## config.mk

```make
export PLATFORM = sky130hd
export DESIGN_NAME = serial_frame_tx
export DESIGN_NICKNAME = d
export VERILOG_FILES = /design/src/rtl/serial_frame_tx_pkg.sv /design/src/rtl/bit_tick_timer.sv /design/src/rtl/serial_frame_tx.sv
export SDC_FILE = /design/constraint.sdc
export NUM_CORES = 1
export LEC_CHECK = 0
export ABC_CLOCK_PERIOD_IN_PS = 4940
export CAP_MARGIN = 20
export CORE_MARGIN = 1.5
export CORE_UTILIZATION = 38
export CTS_CLUSTER_DIAMETER = 200
export DETAILED_ROUTE_END_ITERATION = 6
export DONT_BUFFER_PORTS = 1
export HOLD_SLACK_MARGIN = 0.15
export SYNTH_ARGS = -nofsm -noshare
export SYNTH_HDL_FRONTEND = slang
export SYNTH_SLANG_ARGS = --single-unit
```

## constraint.sdc

```tcl
create_clock -name clk -period 4.94 [get_ports clk]
set_input_delay 0.741 -clock clk [delete_from_list [all_inputs] [get_ports clk]]
set_output_delay 0.741 -clock clk [all_outputs]
set_load 0.005 [all_outputs]
```

## src/rtl/serial_frame_tx_pkg.sv

```systemverilog
`default_nettype none
// ==========================================================================
// serial_frame_tx_pkg : state encodings and frame constants (shared with RX)
// Revision: 1.0
// ==========================================================================
package serial_frame_tx_pkg;

  typedef enum logic [2:0] {
    ST_IDLE   = 3'd0,
    ST_START  = 3'd1,
    ST_DATA   = 3'd2,
    ST_PARITY = 3'd3,
    ST_STOP   = 3'd4
  } state_t;

  localparam int unsigned DATA_BITS       = 8;
  localparam int unsigned FRAME_BITS_BASE = 10;  // start + data + stop

  function automatic int unsigned frame_bits(input bit parity_en);
    return FRAME_BITS_BASE + (parity_en ? 1 : 0);
  endfunction

endpackage
`default_nettype wire

```

## src/rtl/bit_tick_timer.sv

```systemverilog
`default_nettype none
// ==========================================================================
// bit_tick_timer : bit-period counter with synchronous clear and end flag
// Revision: 1.0
// ==========================================================================
module bit_tick_timer #(
  parameter int unsigned BIT_TICKS = 16
) (
  input  logic clk,
  input  logic reset,
  input  logic clear_i,
  output logic end_o
);

  localparam logic [15:0] C_LAST_TICK = 16'(BIT_TICKS - 1);

  logic [15:0] t_q;
  logic [15:0] t_d;

  assign end_o = (t_q == C_LAST_TICK);

  always_comb begin
    t_d = t_q + 16'd1;
    if (clear_i || end_o) begin
      t_d = 16'd0;
    end
  end

  always_ff @(posedge clk or posedge reset) begin
    if (reset) begin
      t_q <= 16'd0;
    end else begin
      t_q <= t_d;
    end
  end

endmodule
`default_nettype wire

```

## src/rtl/serial_frame_tx.sv

```systemverilog
`default_nettype none
// ==========================================================================
// serial_frame_tx : 8-bit serial frame transmitter (start, data, parity, stop)
// Revision: 1.0
// ==========================================================================
module serial_frame_tx
  import serial_frame_tx_pkg::*;
#(
  parameter int unsigned BIT_TICKS = 16,
  parameter bit          PARITY_EN = 1'b0
) (
  input  logic       clk,
  input  logic       reset,
  input  logic       start,
  input  logic [7:0] data_in,
  output logic       tx,
  output logic       busy,
  output logic       done_tick
);

  localparam logic [2:0] C_LAST_BIT = 3'(DATA_BITS - 1);

  state_t     state_q, state_d;
  logic [2:0] n_q, n_d;
  logic [7:0] b_q, b_d;
  logic       p_q, p_d;
  logic       tx_q, tx_d;
  logic       busy_q, busy_d;
  logic       done_q, done_d;
  logic       timer_clr;
  logic       bit_end;

  bit_tick_timer #(
    .BIT_TICKS (BIT_TICKS)
  ) u_timer (
    .clk     (clk),
    .reset   (reset),
    .clear_i (timer_clr),
    .end_o   (bit_end)
  );

  always_comb begin
    state_d   = state_q;
    n_d       = n_q;
    b_d       = b_q;
    p_d       = p_q;
    tx_d      = 1'b1;
    busy_d    = 1'b1;
    done_d    = 1'b0;
    timer_clr = 1'b0;
    case (state_q)
      ST_IDLE: begin
        busy_d    = 1'b0;
        timer_clr = 1'b1;
        // busy_q still high here means the previous cycle closed a frame
        done_d    = busy_q;
        if (start) begin
          state_d = ST_START;
          b_d     = data_in;
          n_d     = 3'd0;
          p_d     = ^data_in;
        end
      end
      ST_START: begin
        tx_d = 1'b0;
        if (bit_end) state_d = ST_DATA;
      end
      ST_DATA: begin
        tx_d = b_q[0];
        if (bit_end) begin
          b_d = b_q >> 1;
          n_d = n_q + 3'd1;
          if (n_q == C_LAST_BIT) state_d = PARITY_EN ? ST_PARITY : ST_STOP;
        end
      end
      ST_PARITY: begin
        tx_d = p_q;
        if (bit_end) state_d = ST_STOP;
      end
      ST_STOP: begin
        if (bit_end) state_d = ST_IDLE;
      end
      default: begin
        state_d = ST_IDLE;
        busy_d  = 1'b0;
      end
    endcase
  end

  always_ff @(posedge clk or posedge reset) begin
    if (reset) begin
      state_q <= ST_IDLE;
    end else begin
      state_q <= state_d;
    end
  end

  always_ff @(posedge clk or posedge reset) begin
    if (reset) begin
      n_q <= 3'd0;
      b_q <= 8'd0;
      p_q <= 1'b0;
    end else begin
      n_q <= n_d;
      b_q <= b_d;
      p_q <= p_d;
    end
  end

  always_ff @(posedge clk or posedge reset) begin
    if (reset) begin
      tx_q   <= 1'b1;
      busy_q <= 1'b0;
      done_q <= 1'b0;
    end else begin
      tx_q   <= tx_d;
      busy_q <= busy_d;
      done_q <= done_d;
    end
  end

  assign tx        = tx_q;
  assign busy      = busy_q;
  assign done_tick = done_q;

endmodule
`default_nettype wire
```

Word-level counts from Yosys, hierarchy flattened
Index checks and enable logic that the tools add are counted.
Storage, ports and cells
  register bits after elaboration: 34
  input port bits: 11
  output and inout port bits: 3
  word-level logic and storage cells: 48
Cells by class
  $add $sub $neg: 2
  eq/ne operators: 12
  muxes and demuxes: 18
  reductions and logical operators: 8
Operators with widths (number)
  3-bit two-way mux: 8
  16-bit by 1-bit adder with 16-bit output, second input constant: 1
  16-bit by 4-bit == test with 1-bit output, second input constant: 1
  16-bit two-way mux: 1
  8-bit two-way mux: 2
  8-bit case mux with 2 select lines: 1
  3-bit case mux with 5 select lines: 1
  2-bit by 1-bit inequality test with 1-bit output, second input constant: 4
  8-bit XOR reduction: 1
  3-bit by 2-bit == test with 1-bit output, second input constant: 2
  3-bit == test, second input constant: 2
  3-bit case mux with 2 select lines: 1
  6-bit AND reduction: 1
  2-bit inequality test, second input constant: 2
  4-bit OR reduction: 1
  3-bit by 1-bit adder with 3-bit output, second input constant: 1
  3-bit by 1-bit == test with 1-bit output, second input constant: 1
  3-bit logical NOT: 1
  1-bit two-way mux: 3
  1-bit case mux with 3 select lines: 1
  3-bit AND reduction: 1
  2-bit AND reduction: 1
  2-bit nonzero test: 1
  1-bit logical OR: 1

Logic depth before layout (Yosys ltp)
  depth after elaboration: 4
  mapped depth: 6
  mapped depth without buffers: 5

By module
From an unflattened synthesis, not the netlist that was laid out.
Second synthesis, totals
  cells, all modules: 162
  area total of the unflattened synthesis: 1719.1 um^2
By module, submodules not included
  serial_frame_tx: times used 1, cells each 81, area an instance 928.4 um^2, sequential area each 451.7 um^2
  bit_tick_timer: times used 1, cells each 81, area an instance 790.8 um^2, sequential area each 400.4 um^2

Worst setup path before layout
OpenSTA, ideal clock, no wires.
  kind: register -> register
  from: reg u_timer.t_q[0]
  to: reg b_q[0]
  library setup time: 0.125 ns
  data arrival time: 1.898 ns
  data required time: 4.815 ns
  setup slack: 2.917 ns
  stages on the path, launching flop included: 7
  path buffers: 1
  clock period less this slack: 2.023 ns
  path through: dfrtp_1 > ha_1 > and3_1 > nand4_2 > a2111oi_4 > buf_8 > mux2_4
Between the ends
  cells in the longest elaborated chain, start to end: 3
RTL lines
  from (decl): line bit_tick_timer.sv:17  | logic [15:0] t_q;
  from (signal assigned): line bit_tick_timer.sv:33  | t_q <= t_d;
  16-bit by 4-bit == test with 1-bit output: line bit_tick_timer.sv:20  | assign end_o = (t_q == C_LAST_TICK);
  2-bit by 1-bit inequality test with 1-bit output (no source line)
  3-bit AND reduction (no source line)
  to (signal assigned): line serial_frame_tx.sv:101  | b_q <= 8'd0;
  to (signal assigned): line serial_frame_tx.sv:105  | b_q <= b_d;
  to (decl): line serial_frame_tx.sv:25  | logic [7:0] b_q, b_d;
No other way between the ends.
A chain may end at the register's enable or synchronous reset.

Worst setup path after layout
  from: reg u_timer.t_q[0]
  to: reg b_q[7]
Same word-level chain as after synthesis.

==> summary.txt <==
Worst setup path
  • Max incr delay on CP: about 1.0 ns
  • CP Cell Sequence: ha_1 > and3_1 > nand4_2 > a2111oi_4 > mux2_2
  • Worst reg-to-reg setup slack: 2.30 ns
  • End of the worst register-to-register path: b_q[7]
  • Startpoint type of the worst setup path: flip-flop
  • Max FO, Critical Path: 11
  • Type of the worst setup path: reg -> reg
  • Slowest cell on crit path: a2111oi_4
  • Gate family responsible for the most delay along the worst path: compound AO/OA/AOI/OAI gates
  • Worst setup EP type: flip-flop
  • Critical path data required time: 5.11 ns
  • Worst Path Arrival: 2.81 ns
  • Cell count of the worst reg-to-reg path: 5
  • Number of buffer and inverter stages on the critical path: 0
  • Reg-to-reg startpoint: u_timer.t_q[0]

Finish
  • Post-Layout Cell Count: 214
  • Most used cells in the layout excluding fill and tap cells: 33 x dfrtp_1, 20 x nor2_1, 17 x xnor2_1, 9 x nand2_1
  • Ant diodes: 0
  • Synthesis-to-finish area growth: 8.99%
  • Summed area of non-filler cells in the final layout: approximately 1900 µm²
  • Layout filler cell count: 401
  • Most common library cell in the layout ignoring fill and taps: dfrtp_1
  • Final net count: 175
  • Fraction of layout cells with a size suffix above 1: 0.210

Routing
  • Post-detailed-route via-to-cell ratio: roughly 5.1
  • Antenna-violating nets left: 0
  • Detailed Route WL: around 3000 µm
  • Via Count: roughly 1100
  • DRC Markers: 0
  • Wire length per cell: ~14 µm
  • Initial DRC count: 16
  • Drt pass-1 iters: 4

Floorplanning
  • Initial standard-cell utilization of the core: 0.400
  • Row cnt: 24
  • Overall die height: about 70 µm
  • Die span in x: 71.2 µm
  • Die area: 5070 µm²
  • Core Footprint: roughly 4400 µm²
  • I/O pins: 14

Placed design
  • Weighted congestion reported at the end of routability-driven placement: slightly above 0.8
  • Post-DP Area: approximately 1800 µm²
  • Detailed Place HPWL: 2140 µm
  • Count of buffers inserted at the top-level ports: 0
  • Placed cell count: around 200

Pwr
  • Switching Power: ~270 µW
  • Worst vdd ir: 0.218 mV
  • Pwr/cell area: 466 nW/µm²
  • Combinational group share of total power: 0.256
  • Sequential share of power: 0.477
  • Share of total power consumed by net switching: 0.301
  • Share of power burned in the clock network: 0.267
  • Total power consumption of the routed design: 898 µW
  • Cell internal pwr: around 630 µW
  • Standby leakage power: around 0.0008 µW

Synth
  • Synthesized area per cell: 11.3 µm²
  • Cell taking the most area after synthesis: dfrtp_1
  • Area of the mapped netlist: 1770 µm²
  • Number of warnings reported in the yosys synthesis log: 0
  • Cell count after synthesis: ~160
  • Distinct cell type count of the synthesized netlist: 37
  • Ranking of synthesized cells by area: dfrtp_1 47%, xnor2_1 8.4%, mux2_4 6.8%
  • Flops & latches, synth: 34
  • Number of nets in the synthesized netlist: ~170
  • Portion of synthesized cell area occupied by the leading cell type: 0.467
  • Sequential fraction of the synthesis area: 0.482

Timing
  • RSZ-0062 raised after global routing: false
  • Least-Margin Pin Slew: about 1.0 ns
  • Final sum of negative setup slack: 0 ns
  • Max Clk Rate: between 300 and 400 MHz
  • Shortest period the worst path allows: between 2 and 3 ns
  • Number of max-slew violations in the final report: 0
  • Fin crit share: 0.534
  • Number of setup violations in the final report: 0
  • Worst clock skew: 0.00337 ns
  • Endpoints failing hold: 0
  • Max-slew headroom at the worst pin: 0.304

Clock tree
  • CTS tree: done
  • Cell at the root of the clock tree: clkbuf_8
  • Maximum root-to-sink buffer count: 2
  • Cts bufs inserted: 5
  • Resize count post-CTS: 0
  • Number of hold buffers added after CTS: 0
  • CTS H-tree depth: 2
  • Number of buffers inserted by post-CTS setup repair: 0
  • Clock-pin slew of the registers on the worst-case setup and hold paths: roughly 0.070 ns
  • Clock latency on the worst-skew pair: 0.28 ns
  • Total number of clock tree sinks: 34

GRT
  • Overall overflow remaining after global route: 0
  • GR Util All Layers: 0.139
  • Number of antenna violations at the first check in global routing: 0
  • First-pass GRT wire length: between 5000 and 6000 µm
  • Largest net degree at the start of global routing: 35
  • Number of global-route vias before repair: about 1200

Job
  • Max-capacitance violation count: 0

Hold path
  • Min-delay worst type: in -> async

Status
  • Result of the run: completed
## how the worst max path moves through the flow
| stage | startpoint | to | slack (ns) | depth (start not counted) |
|---|---|---|---|---|
| 2_1_floorplan | u_timer.t_q[0] | b_q[0] | 2.92 | 6 |
| 3_3_place_gp | u_timer.t_q[0] | b_q[7] | 2.42 | 5 |
| 3_5_place_dp | u_timer.t_q[0] | b_q[7] | 2.31 | 5 |
| 4_1_cts | u_timer.t_q[5] | b_q[7] | 2.29 | 4 |
| 5_1_grt | u_timer.t_q[0] | b_q[7] | 2.13 | 5 |
| 6_report | u_timer.t_q[0] | b_q[7] | 2.30 | 5 |
## synthesized netlist by cell type
| cell type | instances |
|---|---|
| dfrtp_1 | 33 |
| nor2_1 | 20 |
| xnor2_1 | 17 |
| nand2_1 | 9 |
| mux2_2 | 8 |
| mux2_4 | 8 |
| inv_1 | 6 |
| nor3_1 | 5 |
| a21oi_1 | 4 |
| nand4_1 | 4 |
| o21ai_0 | 4 |
| clkbuf_1 | 3 |
| ha_1 | 3 |
| nand3_1 | 3 |
| nor4_1 | 3 |
| xor2_1 | 3 |
| mux2i_1 | 2 |
| nand2b_1 | 2 |
| or3_1 | 2 |
| a2111oi_4 | 1 |
| a22oi_1 | 1 |
| a31o_2 | 1 |
| a31oi_1 | 1 |
| and2_1 | 1 |
| and3_1 | 1 |
| and4_1 | 1 |
| buf_2 | 1 |
| buf_8 | 1 |
| dfstp_2 | 1 |
| nand4_2 | 1 |
| nor2b_1 | 1 |
| nor4_2 | 1 |
| nor4_4 | 1 |
| nor4b_1 | 1 |
| o31ai_1 | 1 |
| or3b_2 | 1 |
| or4_4 | 1 |
## worst register-to-register path: cells and delay by family (launching register included)
family | cells | cell delay [ns]
AND/OR/NAND/NOR | 2 | 0.46
adder cells (fa/ha/maj) | 1 | 0.23
flip-flops | 1 | 0.39
multiplexers | 1 | 0.42
AO/OA/AOI/OAI | 1 | 1.02
## metrics by stage
stage	worst slack (ns)	hold WS, ns	utilization
6_report	2.30	0.440	0.436
5_1_grt	2.13	0.466	0.436
4_1_cts	2.29	0.449	0.436
3_5_place_dp	2.31	0.487	0.411
3_3_place_gp	2.42	0.466	0.411
2_1_floorplan	2.92	0.455	-
## per-layer routing
layer,vias to the layer above,track usage,wire [µm],share of wire
li1,552,-,-,-
met1,531,0.170,1410,0.46
met2,12,0.230,1540,0.50
met3,4,0.0484,102,0.033
met4,0,0.0440,34,0.011
met5,-,0,0,0
## power groups by stage
stage               combinational, µW  sequential (µW)  clock, µW
global route                      257              441        261
detailed placement                235              432          0
finish                            230              428        239
global placement                  225              428          0
CTS                               236              429        246
floorplan                         215              402          0
## logic make-up (layout without fill, tap and decap cells)
group | after synthesis | in the layout | synth area share
mux | 18 | 18 | 0.130
buf+inv | 11 | 16 | 0.0304
compound gates | 13 | 13 | 0.0553
simple gates | 58 | 58 | 0.181
xor+xnor | 20 | 20 | 0.0992
fa+ha+maj | 3 | 3 | 0.0212
flops | 34 | 34 | 0.482
## state kept, by name (all words and copies together) (netlist names)
signal / cells
b_q: 8
busy: 1
done_tick: 1
n_q: 3
p_q: 1
state_q: 3
tx: 1
u_timer.t_q: 16
## area by class of cell
| type | instances | area, µm² | share of cell area |
|---|---|---|---|
| Sequential cell | 34 | 852 | 0.442 |
| Tap cell | 52 | 65.1 | 0.0338 |
| Inverter | 6 | 22.5 | 0.0117 |
| Timing Repair Buffer | 2 | 15.0 | 0.00780 |
| Multi-Input combinational cell | 112 | 861 | 0.447 |
| Clock buffer | 8 | 110 | 0.0572 |
Power figures use the tool's default switching activity.
